File: src/rtl/mem_stage_pkg.sv
// Shared widths, FSM state encoding and alignment helper for the memory-access stage.
package mem_stage_pkg;

  localparam int unsigned DataWidth = 32;
  localparam int unsigned AddrWidth = 32;
  localparam int unsigned RegWidth  = 5;

  typedef enum logic [1:0] {
    StIdle = 2'd0,
    StPass = 2'd1,
    StMem  = 2'd2
  } mem_state_e;

  function automatic logic word_aligned(input logic [1:0] lsb);
    return lsb == 2'b00;
  endfunction

endpackage

File: src/rtl/mem_stage_exmem_reg.sv
// EX/MEM pipeline latch: captures the whole EX payload when load_i is high, holds otherwise.
module exmem_reg
  import mem_stage_pkg::*;
#(
  parameter int unsigned DATA_W = DataWidth,
  parameter int unsigned ADDR_W = AddrWidth,
  parameter int unsigned REG_W  = RegWidth
) (
  input  logic              clk_i,
  input  logic              rst_ni,
  input  logic              load_i,
  input  logic              branch_i,
  input  logic              mem_read_i,
  input  logic              mem_to_reg_i,
  input  logic              mem_write_i,
  input  logic              reg_write_i,
  input  logic              alu_zero_i,
  input  logic [ADDR_W-1:0] pc_i,
  input  logic [DATA_W-1:0] alu_result_i,
  input  logic [DATA_W-1:0] rdata2_i,
  input  logic [REG_W-1:0]  reg_dst_i,
  output logic              branch_o,
  output logic              mem_read_o,
  output logic              mem_to_reg_o,
  output logic              mem_write_o,
  output logic              reg_write_o,
  output logic              alu_zero_o,
  output logic [ADDR_W-1:0] pc_o,
  output logic [DATA_W-1:0] alu_result_o,
  output logic [DATA_W-1:0] rdata2_o,
  output logic [REG_W-1:0]  reg_dst_o
);

  always_ff @(posedge clk_i or negedge rst_ni) begin
    if (!rst_ni) begin
      branch_o     <= 1'b0;
      mem_read_o   <= 1'b0;
      mem_to_reg_o <= 1'b0;
      mem_write_o  <= 1'b0;
      reg_write_o  <= 1'b0;
      alu_zero_o   <= 1'b0;
      pc_o         <= '0;
      alu_result_o <= '0;
      rdata2_o     <= '0;
      reg_dst_o    <= '0;
    end else if (load_i) begin
      branch_o     <= branch_i;
      mem_read_o   <= mem_read_i;
      mem_to_reg_o <= mem_to_reg_i;
      mem_write_o  <= mem_write_i;
      reg_write_o  <= reg_write_i;
      alu_zero_o   <= alu_zero_i;
      pc_o         <= pc_i;
      alu_result_o <= alu_result_i;
      rdata2_o     <= rdata2_i;
      reg_dst_o    <= reg_dst_i;
    end
  end

endmodule

File: src/rtl/mem_stage.sv
// Memory-access pipeline stage: EX/MEM latch, branch redirect, load/store handshake
// with the data memory and a registered write-back interface.
module mem_stage
  import mem_stage_pkg::*;
#(
  parameter int unsigned DATA_W = DataWidth,
  parameter int unsigned ADDR_W = AddrWidth,
  parameter int unsigned REG_W  = RegWidth
) (
  input  logic              clk,
  input  logic              rst,
  input  logic              ex_valid,
  output logic              ex_ready,
  input  logic              ex_Branch,
  input  logic              ex_MemRead,
  input  logic              ex_MemtoReg,
  input  logic              ex_MemWrite,
  input  logic              ex_RegWrite,
  input  logic [ADDR_W-1:0] ex_pc,
  input  logic              ALUZero,
  input  logic [DATA_W-1:0] ALUResult,
  input  logic [DATA_W-1:0] ex_rdata2,
  input  logic [REG_W-1:0]  reg_dst,
  output logic              pc_src,
  output logic [ADDR_W-1:0] branch_target,
  output logic              dm_req,
  output logic              dm_we,
  output logic [ADDR_W-1:0] dm_addr,
  output logic [DATA_W-1:0] dm_wdata,
  input  logic              dm_ack,
  input  logic [DATA_W-1:0] dm_rdata,
  output logic              wb_valid,
  output logic              wb_RegWrite,
  output logic              wb_MemtoReg,
  output logic [DATA_W-1:0] wb_alu_result,
  output logic [DATA_W-1:0] wb_mem_data,
  output logic [REG_W-1:0]  wb_reg_dst,
  output logic              wb_excp
);

  mem_state_e state_q, state_d;

  logic              accept;
  logic              new_access;
  logic              complete;
  logic              lat_fault;

  logic              l_branch;
  logic              l_mem_read;
  logic              l_mem_to_reg;
  logic              l_mem_write;
  logic              l_reg_write;
  logic              l_alu_zero;
  logic [ADDR_W-1:0] l_pc;
  logic [DATA_W-1:0] l_alu_result;
  logic [DATA_W-1:0] l_rdata2;
  logic [REG_W-1:0]  l_reg_dst;

  exmem_reg #(
    .DATA_W (DATA_W),
    .ADDR_W (ADDR_W),
    .REG_W  (REG_W)
  ) u_exmem_reg (
    .clk_i        (clk),
    .rst_ni       (rst),
    .load_i       (accept),
    .branch_i     (ex_Branch),
    .mem_read_i   (ex_MemRead),
    .mem_to_reg_i (ex_MemtoReg),
    .mem_write_i  (ex_MemWrite),
    .reg_write_i  (ex_RegWrite),
    .alu_zero_i   (ALUZero),
    .pc_i         (ex_pc),
    .alu_result_i (ALUResult),
    .rdata2_i     (ex_rdata2),
    .reg_dst_i    (reg_dst),
    .branch_o     (l_branch),
    .mem_read_o   (l_mem_read),
    .mem_to_reg_o (l_mem_to_reg),
    .mem_write_o  (l_mem_write),
    .reg_write_o  (l_reg_write),
    .alu_zero_o   (l_alu_zero),
    .pc_o         (l_pc),
    .alu_result_o (l_alu_result),
    .rdata2_o     (l_rdata2),
    .reg_dst_o    (l_reg_dst)
  );

  // Handshake: only an outstanding access stalls EX; its ack frees the slot on the same edge.
  always_comb begin
    ex_ready   = (state_q != StMem) | dm_ack;
    accept     = ex_valid & ex_ready;
    new_access = (ex_MemRead | ex_MemWrite) & word_aligned(ALUResult[1:0]);
    lat_fault  = (l_mem_read | l_mem_write) & ~word_aligned(l_alu_result[1:0]);
    complete   = (state_q == StPass) | ((state_q == StMem) & dm_ack);
  end

  always_comb begin
    state_d = StIdle;
    if (accept) begin
      state_d = new_access ? StMem : StPass;
    end else if ((state_q == StMem) && !dm_ack) begin
      state_d = StMem;
    end
  end

  always_ff @(posedge clk or negedge rst) begin
    if (!rst) begin
      state_q       <= StIdle;
      wb_valid      <= 1'b0;
      wb_RegWrite   <= 1'b0;
      wb_MemtoReg   <= 1'b0;
      wb_alu_result <= '0;
      wb_mem_data   <= '0;
      wb_reg_dst    <= '0;
      wb_excp       <= 1'b0;
    end else begin
      state_q <= state_d;
      if (complete) begin
        wb_valid      <= 1'b1;
        // A faulted access must never update the register file.
        wb_RegWrite   <= l_reg_write & ~lat_fault;
        wb_MemtoReg   <= l_mem_to_reg;
        wb_alu_result <= l_alu_result;
        wb_mem_data   <= ((state_q == StMem) && l_mem_read) ? dm_rdata : '0;
        wb_reg_dst    <= l_reg_dst;
        wb_excp       <= lat_fault;
      end else begin
        wb_valid <= 1'b0;
      end
    end
  end

  always_comb begin
    dm_req        = (state_q == StMem);
    dm_we         = l_mem_write;
    dm_addr       = ADDR_W'(l_alu_result);
    dm_wdata      = l_rdata2;
    pc_src        = (state_q == StPass) & l_branch & l_alu_zero;
    branch_target = l_pc;
  end

endmodule

File: config.mk
export PLATFORM = sky130hd
export DESIGN_NAME = mem_stage
export DESIGN_NICKNAME = d
export VERILOG_FILES = /design/src/rtl/mem_stage_pkg.sv /design/src/rtl/mem_stage_exmem_reg.sv /design/src/rtl/mem_stage.sv
export SDC_FILE = /design/constraint.sdc
export NUM_CORES = 1
export LEC_CHECK = 0
export ABC_AREA = 1
export BUFFER_PORTS_ARGS = -buffer_cell sky130_fd_sc_hd__buf_2
export CORE_ASPECT_RATIO = 0.8
export CORE_MARGIN = 5
export CORE_UTILIZATION = 40
export DETAILED_ROUTE_END_ITERATION = 12
export PLACE_DENSITY_LB_ADDON = 0.05
export REMOVE_ABC_BUFFERS = 1
export SKIP_LAST_GASP = 1
export SLEW_MARGIN = 25
export SYNTH_ARGS = -nofsm -noshare
export SYNTH_HDL_FRONTEND = slang
export SYNTH_HIERARCHICAL = 1
export SYNTH_SLANG_ARGS = --single-unit
export TNS_END_PERCENT = 10
File: constraint.sdc
create_clock -name clk -period 3.9 [get_ports clk]
set_input_delay 0.195 -clock clk [delete_from_list [all_inputs] [get_ports clk]]
set_output_delay 0.195 -clock clk [all_outputs]
set_load 0.1 [all_outputs]
# [Word-level counts from Yosys, hierarchy flattened]
# Cells that the tools add are included.
# Widths: inputs -> output; s select.
[op_classes] order_cmp=0 eq_ne=3 add_sub_neg=0 multipliers=0 muxes=5 div_mod_pow=0 n_shift=0 n_reduce_logical=5 n_bitwise=13
[ops] operator="$mux 32" n=1
[ops] operator="$and 1x1->1" n=7
[ops] operator="$mux 2" n=3
[ops] operator="$logic_not 2->1" n=2
[ops] operator="$or 1x1->1" n=4
[ops] operator="$eq 2x1->1 const B" n=1
[ops] operator="$eq 2x2->1 const B" n=1
[ops] operator="$logic_and 1x1->1" n=2
[ops] operator="$ne 2x2->1 const B" n=1
[ops] operator="$not 1->1" n=2
[ops] operator="$logic_not 1->1" n=1
[ops] operator="$mux 1" n=1
[word_totals] latchBits=0 wordCells=44 ramBits=0 output_inout_bits=173 inputBits=143 reg_bits=182 mem_count=0 mem_bits_ro=0

# [Depth between registers and ports, before layout]
# Gate-level depths: netlist (run 1).
[logic_depth] depth_word=5 ltp_mapped=12 mapped_depth_nobuf=9

# [Modules after synthesis]
# Netlist (run 1), hierarchy kept.
[modules_own_cells] module="exmem_reg" area_each_um2=4040.1 instances=1 cells_per_inst=452 seq_area_each_um2=2677.6
[modules_own_cells] module="mem_stage" area_each_um2=3111.7 instances=1 cells_per_inst=342 seq_area_each_um2=1876.8

# [Worst setup path before layout (run 1)]
# Ideal clock, no wire load.
[synth_path] kind="reg-to-reg" start="reg state_q[0]" end="reg u_exmem_reg.pc_o[10]" path_slack_ns=0.961 setup_time_ns=0.122 path_stages_with_launch=12 arrival_ns=2.817 synth_period_minus_slack_ns=2.939 path_buffers=3 t_required_ns=3.778 cell_sequence="dfrtp_1 inv_2 nand2_1 inv_1 nand2_1 nand2_1 inv_1 buf_4 buf_6 buf_2 nand2_1 nand2_1"
[synth_via] elab_chain_len=3
[synth_lines] item="start: declaration" line="mem_stage.sv:41" source="mem_state_e state_q, state_d;"
[synth_lines] item="start signal: assignment" line="mem_stage.sv:109" source="state_q <= StIdle;"
[synth_lines] item="start signal: assignment" line="mem_stage.sv:118" source="state_q <= state_d;"
[synth_lines] item="$ne 2x2->1" line="mem_stage.sv:91" source="ex_ready = (state_q != StMem) | dm_ack;"
[synth_lines] item="$or 1x1->1" line="mem_stage.sv:91"
[synth_lines] item="via ex_ready" line="mem_stage.sv:13" source="output logic ex_ready,"
[synth_lines] item="$and 1x1->1" line="mem_stage.sv:92" source="accept = ex_valid & ex_ready;"
[synth_lines] item="via accept" line="mem_stage.sv:43" source="logic accept;"
[synth_lines] item="end signal: assignment" line="mem_stage_exmem_reg.sv:53" source="pc_o <= pc_i;"
[synth_lines] item="end: declaration" line="mem_stage_exmem_reg.sv:28" source="output logic [ADDR_W-1:0] pc_o,"
# The timed path passes the listed nets, and every way through them passes these cells.
# A chain may end at the register's enable or synchronous reset.

# [Final worst setup path (run 1)]
[layout_path] start="reg state_q[1]" end="reg wb_mem_data[21]"
[layout_via] elab_chain_len=3 word_cells_on_any_way=6 cone_classes="eq/ne: 2; mux: 1; bitwise: 2; reduce/logical: 1"
[layout_lines] item="$eq 2x2->1" line="mem_stage.sv:95, mem_stage.sv:125"
[layout_lines] item="$and 1x1->1 / $logic_and 1x1->1 (equally long branches)" line="mem_stage.sv:95, mem_stage.sv:125"
[layout_lines] item="$or 1x1->1 / $mux 32 (equally long branches)" line="mem_stage.sv:95, mem_stage.sv:125"
[layout_lines] item="end signal: assignment" line="mem_stage.sv:125" source="wb_mem_data <= ((state_q == StMem) && l_mem_read) ? dm_rdata : '0;"
[layout_lines] item="end: declaration" line="mem_stage.sv:36" source="output logic [DATA_W-1:0] wb_mem_data,"
# Several ways; a longest one is shown, not always the timed one.

==> results of run 1 <==
==> layout make-up <==
class	instances	area share
clock buffer	24	0.0447
clock inverter	7	0.0112
inverter	10	0.00384
multi-input combinational	554	0.209
sequential	182	0.423
tap	225	0.0262
timing repair buffer	462	0.283
==> metrics by stage <==
stage               setup slack (ps)  instances
floorplan                       -666        746
global placement                1520       1296
detailed placement              1500       1296
CTS                             1500       1464
global route                    1340       1464
finish                          1540       1464
==> cell usage after synthesis <==
cell type / number / area (sq um)
sky130_fd_sc_hd__buf_2: 26 / 130
sky130_fd_sc_hd__dfrtp_1: 182 / 4550
sky130_fd_sc_hd__inv_4: 1 / 6.26
sky130_fd_sc_hd__clkbuf_1: 1 / 3.75
sky130_fd_sc_hd__nand2_4: 1 / 11.3
sky130_fd_sc_hd__inv_2: 1 / 3.75
sky130_fd_sc_hd__nand2_1: 440 / 1650
sky130_fd_sc_hd__nor3_1: 1 / 5.00
sky130_fd_sc_hd__buf_1: 6 / 22.5
sky130_fd_sc_hd__nor2_2: 1 / 6.26
sky130_fd_sc_hd__inv_1: 8 / 30.0
sky130_fd_sc_hd__nor2_1: 3 / 11.3
sky130_fd_sc_hd__nand2_2: 1 / 6.26
sky130_fd_sc_hd__buf_6: 13 / 146
sky130_fd_sc_hd__nand3_4: 1 / 17.5
sky130_fd_sc_hd__nand3_1: 106 / 531
sky130_fd_sc_hd__buf_4: 2 / 15.0
==> path summary, 6_finish.rpt <==
| check | from | end | slack (ps) | cells after the start |
|---|---|---|---|---|
| worst min-delay path | dm_rdata[15] | wb_mem_data[15] | 30 | 3 |
| max in group asynchronous | rst | u_exmem_reg/reg_dst_o[4] | 2560 | 3 |
| worst max register to register | state_q[1] | wb_mem_data[21] | 1540 | 5 |
| worst max-delay path | state_q[1] | wb_mem_data[21] | 1540 | 5 |
| worst min register to register | u_exmem_reg/rdata2_o[19] | u_exmem_reg/rdata2_o[19] | 460 | 2 |
| min in group asynchronous | rst | u_exmem_reg/rdata2_o[13] | 400 | 2 |
==> worst min-delay path, stage by stage <==
cell and delay (ps):
sky130_fd_sc_hd__buf_2 100, sky130_fd_sc_hd__nand3_1 70, sky130_fd_sc_hd__nand2_1 60
==> timing repair <==
| action | CTS | global route |
|---|---|---|
| hold endpoints to repair | 222 | 0 |
| setup endpoints to repair | 0 | 0 |
| hold buffers | 137 | 0 |
==> per-layer routing <==
layer	share of wire	vias to the layer above
met1	0.42	3191
met3	0.082	31
met5	0	-
li1	-	3337
met2	0.48	244
met4	0.018	0
==> state kept, by name, summed over array words and instances (netlist names) <==
name,count
u_exmem_reg/alu_result_o,32
u_exmem_reg/pc_o,32
u_exmem_reg/rdata2_o,32
wb_alu_result,32
wb_mem_data,32
u_exmem_reg/reg_dst_o,5
wb_reg_dst,5
state_q,2
u_exmem_reg/alu_zero_o,1
u_exmem_reg/branch_o,1
u_exmem_reg/mem_read_o,1
u_exmem_reg/mem_to_reg_o,1
u_exmem_reg/mem_write_o,1
u_exmem_reg/reg_write_o,1
wb_MemtoReg,1
wb_RegWrite,1
wb_excp,1
wb_valid,1
==> logic make-up (layout without fill, tap and decap cells) <==
family / count (synthesis) / count (layout) / share of synthesized area
and+or+nand+nor: 554 / 554 / 0.313
DFF: 182 / 182 / 0.637
buffers and inverters: 58 / 503 / 0.0500
==> where the power goes <==
part / total [mW] / internal (mW) / switching (mW)
combinational: 2.22 / 0.376 / 1.85
sequential: 2.21 / 2.09 / 0.117
clock: 1.75 / 1.06 / 0.692
total: 6.18 / 3.52 / 2.65
==> results.ini, run 1 <==
[power_and_ir_drop]
power_density_nw_per_um2=574
post-layout-total-power_mw=6.18
ir_drop_worst_vdd_v=0.000286
power_leakage_nw=6.18

[setup_path]
cp_data_arrival_time_ps=2660
critical_path.cell_chain=nand3_4 > buf_4 > nand2_4 > nand3_1 > nand2_1
crit_fanout=73
worstPathRequired_ps=4200
critPathBufInv=1
worstSetupStartpointType=register
critical_path.slowest_cell=sky130_fd_sc_hd__nand2_4
worst-setup-path-type=reg -> reg
slowest_delay_ps=660
crit_path_end_kind=register
worst_path_dominant_cell_family=simple AND/OR/NAND/NOR gates

[sta]
fin_crit_sh=0.605
grt_setup_unrepaired=no
tns_ps=0
final_max_slew_viol_count=0
max_slew_margin=0.429
setup-violations-final=0
fin_crit_ps=2360
finalHoldViolations=0
fin_hold_ws_ps=30.7
slew_at_the_pin_with_the_worst_max_slew_slack_ps=857
fin_skew_ps=10.3
max_freq_mhz=424

[route]
viasPerCell=4.65
drt_wl_total_um=22500
drtPass1Iterations=5
drt-initial-drc-count=479
drtAntennaViolNets=0
dr_vias=6803
drc=0
wire_per_inst_um=15.4

[global_routing]
first_global_vias=6792
gr-total-overflow=0
grt_start_max_net_pins=89
global_route.peak_usage_layer=met2
antenna_violations_before_repair=0
gr-usage-met2=0.353
met1_track_demand_over_resource_in_global_routing=0.271
track_usage=0.215
globalRouteMet3Util=0.0734
grt_first_pass_wirelength_um=35800

[final_layout]
layout-drive-gt1-share=0.290
sequential_cell_area_sq_um=4550
n_antenna_cell=0
post-route-cell-area_sq_um=10800
finish.utilization=0.618
layout.cells.most_common_list=440 x sky130_fd_sc_hd__nand2_1, 314 x sky130_fd_sc_hd__buf_2, 182 x sky130_fd_sc_hd__dfrtp_1
synthToLayoutAreaGrowth_pct=50.5
multiInputGateArea_sq_um=2240
final_common_cell=sky130_fd_sc_hd__nand2_1
num-nets-final=1370
fillCellCount=1550

[logic_synthesis]
yosysWarningCount=6
synth_sequential_area_ratio=0.637
postSynthAreaPerCell_sq_um=9.01
syn_std_cell_area_sq_um=7150
syn-instance-count=794
synth.distinct_cells=17
postSynthRegisterBits=182

[run]
timing.max_cap.violations=0

[floorplan]
boundaryPins=316
floorplan.rows=43
die-width_um=159
core_region_area_sq_um=17400
chipHeight_um=130
start_util=0.410
die_area_sq_um=20700

[placed_design]
gp_congestion=0.768
placedInstanceArea_sq_um=8790
port-buffer-count=315
dpl.hpwl_um=14500

[clock_tree]
clkLatencyLatePin_ps=430
clkSinkCount=182
clock_root_cell=sky130_fd_sc_hd__clkbuf_16
post-cts-setup-buffers=0
clock_tree.htree_level_count=4
cts.repair.resized=0
clkSlewWorstSetupHoldPaths_ps=60
cts_inserted_buffers=17
clockBufferDepth=2
tritoncts_clock_tree=built

[outcome]
status=completed

[hold_path]
worstHoldPathType=in -> reg

No activity file was read; power rests on OpenSTA's default activity.
==> run 2, diff against run 1 <==
==> constraint.sdc (replaced) <==
create_clock -name clk -period 2.4 [get_ports clk]
set_input_delay 0.12 -clock clk [delete_from_list [all_inputs] [get_ports clk]]
set_output_delay 0.12 -clock clk [all_outputs]
set_load 0.1 [all_outputs]
==> run 2 against run 1 <==
Sequential share of layout area shrank 0.58 points. Wire length is essentially flat. Critical endpoint is now pc_src. Die area is the same. Highest routed layer unchanged. Clock-buffer cell count shrank 6. Register-to-register slack lost 910 ps. Worst setup slack lost 990 ps.
==> results.ini, run 2 (synthesized netlist as in run 1, its figures left out) <==
[outcome]
status=completed

[sta]
fin_skew_ps=10.5  ; +0.183 ps
grt_setup_unrepaired=no
tns_ps=0  ; unchanged
setup-violations-final=0  ; unchanged
slew_at_the_pin_with_the_worst_max_slew_slack_ps=764  ; -92.4 ps
finalHoldViolations=0  ; unchanged
max_slew_margin=0.491  ; +0.0616
fin_crit_sh=0.772
max_freq_mhz=539
fin_crit_ps=1850
final_max_slew_viol_count=0  ; unchanged

[route]
drc=0  ; unchanged
drtAntennaViolNets=0  ; unchanged
drt-initial-drc-count=473  ; -1.3%
drt_wl_total_um=22500  ; about the same
top_layer_used=met4
route.layer.met1.wl_um=9330  ; -0.37%
wire_per_inst_um=15.3  ; -0.54%
drtPass1Iterations=4  ; -1
dr_vias=6784  ; -0.28%
viasPerCell=4.61  ; -0.75%
detailroute.wirelength.met3_um=1640  ; -11%
wl_met2_um=11100  ; +1.6%

[clock_tree]
clock_root_cell=sky130_fd_sc_hd__clkbuf_16
clkLatencyLatePin_ps=430  ; about the same
tritoncts_clock_tree=built
clkSinkCount=182  ; unchanged
clkSlewWorstSetupHoldPaths_ps=60  ; about the same
cts_inserted_buffers=17  ; unchanged
clock_tree.htree_level_count=4  ; unchanged
clockBufferDepth=2  ; unchanged
post-cts-setup-buffers=0  ; unchanged

[final_layout]
finish.utilization=0.626  ; +0.00861
sequential_cell_area_sq_um=4550  ; unchanged
multiInputGateArea_sq_um=2240  ; -0.22%
layout.cells.most_common_list=440 x sky130_fd_sc_hd__nand2_1, 314 x sky130_fd_sc_hd__buf_2, 182 x sky130_fd_sc_hd__dfrtp_1
n_antenna_cell=0  ; unchanged
fillCellCount=1507  ; -2.8%
synthToLayoutAreaGrowth_pct=52.6
num-nets-final=1376  ; +0.44%
final_common_cell=sky130_fd_sc_hd__nand2_1
layout-drive-gt1-share=0.293  ; +0.00319

[run]
timing.max_cap.violations=0  ; unchanged

[power_and_ir_drop]
ir_drop_worst_vdd_v=0.000462  ; +62%
power_leakage_nw=6.25  ; +1.1%
power_density_nw_per_um2=943  ; +64%
post-layout-total-power_mw=10.3  ; +67%

[setup_path]
reg2reg_slack_ps=630  ; -910 ps
critical_path.slowest_cell=sky130_fd_sc_hd__buf_2
slowest_delay_ps=440  ; -220 ps
worstSetupStartpointType=register
worst_path_dominant_cell_family=buffers and inverters
worst-setup-path-type=reg -> out
crit_fanout=15  ; -79%
rr_startpoint=state_q[0]
timing.reg2reg.worst_path_depth=10  ; +5
critical_path.cell_chain=inv_1 > nand2_2 > buf_4 > nor2_1 > buf_2
critPathBufInv=3  ; +2
crit_path_end_kind=output pin
cp_data_arrival_time_ps=1730  ; -930 ps
worstPathRequired_ps=2280  ; -1920 ps
r2r-end=u_exmem_reg/rdata2_o[14]

[global_routing]
grt_first_pass_wirelength_um=36800  ; +2.6%
first_global_vias=7094  ; +4.4%
grt_start_max_net_pins=108  ; +21%
gr-total-overflow=0  ; unchanged
track_usage=0.220  ; +0.00459
antenna_violations_before_repair=0  ; unchanged

[hold_path]
timing.hold.worst_path_depth=4  ; +1
hold_end=state_q[1]
timing.hold.worst.start=dm_ack
worstHoldPathType=in -> reg

[floorplan]
floorplan.rows=43  ; unchanged
die-width_um=159  ; unchanged
start_util=0.410  ; unchanged
chipHeight_um=130  ; unchanged
core_region_area_sq_um=17400  ; unchanged
die_area_sq_um=20700  ; unchanged
boundaryPins=316  ; unchanged

[placed_design]
gp_congestion=0.765  ; -0.40%
port-buffer-count=315  ; unchanged
dpl.hpwl_um=14400  ; -0.29%

run 2: timing repair:
action | CTS | global route
resized for setup | 0 | 0
hold buffers | 141 | 0
hold endpoints to repair | 204 | 0
run 2: stage by stage:
stage          instances  hold WS, ps  instance area [sq um]  worst slack, ps
3_3_place_gp        1298          169                   8850              675
3_5_place_dp        1298          168                   8850              635
2_1_floorplan        746         -176                   6830            -2170
5_1_grt             1471         59.9                  10900              434
6_report            1471         39.3                  10900              546
4_1_cts             1471         26.4                  10900              505
run 2: worst register-to-register path, delay by kind of cell, from the launching register on:
family	cells	cell delay (ps)
buffers and inverters	5	850
DFF	1	400
and+or+nand+nor	5	460
run 2: cell type report:
cell class / count / share of cell area
Sequential cell: 182 / 0.417
Timing Repair Buffer: 468 / 0.288
Multi-Input combinational cell: 554 / 0.205
Clock buffer: 18 / 0.0393
Tap cell: 225 / 0.0258
Clock inverter: 14 / 0.0204
Inverter: 10 / 0.00378
run 2: routing by layer:
metal,vias up,global-route usage
li1,3339,-
met4,0,0.0838
met5,-,0
met2,250,0.372
met1,3161,0.268
met3,34,0.0661
run 2: how the worst max path moves through the flow:
stage	cells after the start	startpoint	endpoint	slack, ps
2_1_floorplan	8	state_q[1]	u_exmem_reg/pc_o[30]	-2170
3_3_place_gp	10	state_q[0]	u_exmem_reg/rdata2_o[30]	670
3_5_place_dp	10	state_q[0]	u_exmem_reg/rdata2_o[22]	630
4_1_cts	5	state_q[1]	pc_src	500
5_1_grt	10	state_q[0]	u_exmem_reg/pc_o[27]	430
6_report	5	state_q[1]	pc_src	550
run 2: report_power, final:
group          internal [mW]  total (mW)  switching [mW]
logic                  0.632        3.63            3.00
clock network           1.86        3.08            1.22
registers               3.40        3.58           0.190
total                   5.89        10.3            4.40
==> run 3, diff against run 2 <==
==> constraint.sdc (replaced) <==
create_clock -name clk -period 1.65 [get_ports clk]
set_input_delay 0.0825 -clock clk [delete_from_list [all_inputs] [get_ports clk]]
set_output_delay 0.0825 -clock clk [all_outputs]
set_load 0.1 [all_outputs]
==> run 3 against run 2 <==
Clock-buffer cell count rose by 3. Clock power rose by 46%. Global-route usage rose by 0.75 points. First-iteration DRC count rose by 3.8%. Final area rose by 2.0%. Power rose by 47%. Cell count rose by 0.54%. Worst setup slack got worse by 510 ps. Register-to-register slack got worse by 480 ps. Sequential share of layout area fell by 0.83 points. Clock skew barely moved. Hold slack got worse by 21 ps. Critical path type unchanged. Highest routed layer unchanged.
==> results.ini, run 3 (synthesized netlist as in run 1, its figures left out) <==
[global_routing]
track_usage=0.227  ; +0.00745
grt_first_pass_wirelength_um=37700  ; +2.4%
gr-total-overflow=0  ; unchanged
antenna_violations_before_repair=0  ; unchanged
grt_start_max_net_pins=56  ; -48%
first_global_vias=6993  ; -1.4%

[hold_path]
timing.hold.worst.start=dm_ack
timing.hold.worst_path_depth=4  ; unchanged
hold_end=state_q[1]
worstHoldPathType=in -> reg

[sta]
max_slew_margin=0.656  ; +0.166
tns_ps=0  ; unchanged
fin_crit_ps=1620
fin_skew_ps=10.3  ; -0.206 ps
slew_at_the_pin_with_the_worst_max_slew_slack_ps=519  ; -245 ps
final_max_slew_viol_count=0  ; unchanged
setup-violations-final=0  ; unchanged
finalHoldViolations=0  ; unchanged
grt_setup_unrepaired=yes
max_freq_mhz=618
fin_crit_sh=0.980
fin_hold_ws_ps=18.7  ; -20.5 ps

[setup_path]
rr_startpoint=state_q[0]
critical-path-top-cell-by-count=sky130_fd_sc_hd__buf_12
reg2reg_slack_ps=150  ; -480 ps
r2r-end=u_exmem_reg/pc_o[29]
critical_path.slowest_cell=sky130_fd_sc_hd__dfrtp_1
crit_path_end_kind=output pin
worst-setup-path-type=reg -> out
slowest_delay_ps=420  ; -20 ps
worst_path_dominant_cell_family=buffers and inverters
timing.reg2reg.worst_path_depth=10  ; unchanged
critical_path.cell_chain=inv_1 > nand2_2 > buf_12 > nor2_2 > buf_12
critPathBufInv=3  ; unchanged
crit_fanout=19  ; +4
worstSetupStartpointType=register
worstPathRequired_ps=1570  ; -710 ps
cp_data_arrival_time_ps=1530  ; -200 ps

[placed_design]
dpl.cell_count=1305  ; +0.54%
gp_congestion=0.763  ; -0.24%
port-buffer-count=315  ; unchanged
dpl.hpwl_um=14700  ; +1.8%
placedInstanceArea_sq_um=8990  ; +1.6%

[clock_tree]
clockBufferDepth=2  ; unchanged
clock_root_cell=sky130_fd_sc_hd__clkbuf_16
tritoncts_clock_tree=built
clkLatencyLatePin_ps=420  ; about the same
clkSlewWorstSetupHoldPaths_ps=60  ; about the same
clkSinkCount=182  ; unchanged
cts_inserted_buffers=17  ; unchanged
post-cts-setup-buffers=0  ; unchanged
clock_tree.htree_level_count=4  ; unchanged

[route]
drt-initial-drc-count=491  ; +3.8%
dr_vias=6802  ; +0.27%
wire_per_inst_um=15.7  ; +2.4%
drc=0  ; unchanged
viasPerCell=4.60  ; -0.28%
drtPass1Iterations=4  ; unchanged
drt_wl_total_um=23200  ; +2.9%
drtAntennaViolNets=0  ; unchanged

[final_layout]
n_antenna_cell=0  ; unchanged
synthToLayoutAreaGrowth_pct=55.7
fillCellCount=1446  ; -4.0%
finish.cell_count_without_fillers=1479  ; +0.54%
post-route-cell-area_sq_um=11100  ; +2.0%
num-nets-final=1385  ; +0.65%
layout.cells.most_common_list=440 x sky130_fd_sc_hd__nand2_1, 312 x sky130_fd_sc_hd__buf_2, 182 x sky130_fd_sc_hd__dfrtp_1
layout-drive-gt1-share=0.297  ; +0.00451
final_common_cell=sky130_fd_sc_hd__nand2_1

[outcome]
status=completed

[floorplan]
die_area_sq_um=20700  ; unchanged
core_region_area_sq_um=17400  ; unchanged
die-width_um=159  ; unchanged
start_util=0.410  ; unchanged
floorplan.rows=43  ; unchanged
boundaryPins=316  ; unchanged
chipHeight_um=130  ; unchanged

[run]
timing.max_cap.violations=0  ; unchanged

[power_and_ir_drop]
power_leakage_nw=6.35  ; +1.7%
power_density_nw_per_um2=1360  ; +44%
ir_drop_worst_vdd_v=0.000690  ; +50%

## run 3: cell count changes in the layout (fill, tap and decap cells not counted), moves of 2 or more
cell | previous run | this run
sky130_fd_sc_hd__clkbuf_8 | 0 | 2
sky130_fd_sc_hd__clkinv_4 | 3 | 1
sky130_fd_sc_hd__clkinv_2 | 3 | 1
sky130_fd_sc_hd__buf_2 | 314 | 312
sky130_fd_sc_hd__buf_12 | 5 | 12
sky130_fd_sc_hd__bufbuf_16 | 0 | 2
## run 3: worst max path at each step
| stage | startpoint | end | slack [ps] | depth (start not counted) |
|---|---|---|---|---|
| finish | state_q[1] | pc_src | 30 | 5 |
| global route | state_q[1] | pc_src | -50 | 5 |
| CTS | state_q[1] | ex_ready | -2 | 4 |
| global placement | state_q[1] | u_exmem_reg/alu_result_o[27] | 80 | 8 |
| floorplan | state_q[1] | u_exmem_reg/pc_o[30] | -2920 | 8 |
| detailed placement | state_q[1] | u_exmem_reg/pc_o[26] | 10 | 8 |
## run 3: power breakdown
part | leakage [nW] | internal (mW) | switching [mW]
Clock | 0.312 | 2.78 | 1.73
Sequential | 2.29 | 4.94 | 0.275
Combinational | 3.75 | 0.993 | 4.38
Total | 6.35 | 8.71 | 6.39
## run 3: stage by stage
| stage | power, mW | worst slack [ps] | util |
|---|---|---|---|
| after global placement | 10.4 | 77.1 | 0.516 |
| after global routing | 15.7 | -53.1 | 0.639 |
| after detailed placement | 10.4 | 14.0 | 0.516 |
| final | 15.1 | 32.9 | 0.639 |
| after floorplan | 9.21 | -2920 | - |
| after CTS | 15.2 | -1.68 | 0.638 |
## run 3: routing by layer
layer | vias to the layer above | GRT usage | routed length, um
li1 | 3369 | - | -
met1 | 3141 | 0.292 | 9850
met2 | 265 | 0.375 | 11100
met3 | 27 | 0.0754 | 1900
met4 | 0 | 0.0587 | 378
met5 | - | 0 | 0
## run 3: worst min-delay path: cells and delay by family
family / cells / cell delay (ps)
buffers and inverters: 2 / 180
and+or+nand+nor: 2 / 140
## run 3: cell type report
cell class	instances	area (sq um)	share of cell area
sequential	182	4550	0.409
timing repair buffer	477	3360	0.302
multi-input combinational	554	2240	0.201
clock buffer	21	460	0.0413
tap	225	282	0.0253
clock inverter	10	194	0.0174
inverter	10	41.3	0.00371
## run 3: timing repair
item / 4_1_cts / 5_1_grt
hold buffers: 141 / 0
endpoints found under the hold margin: 182 / 0
gates resized for setup: 1 / 4
setup endpoints to repair: 2 / 54
gates cloned: 2 / 0
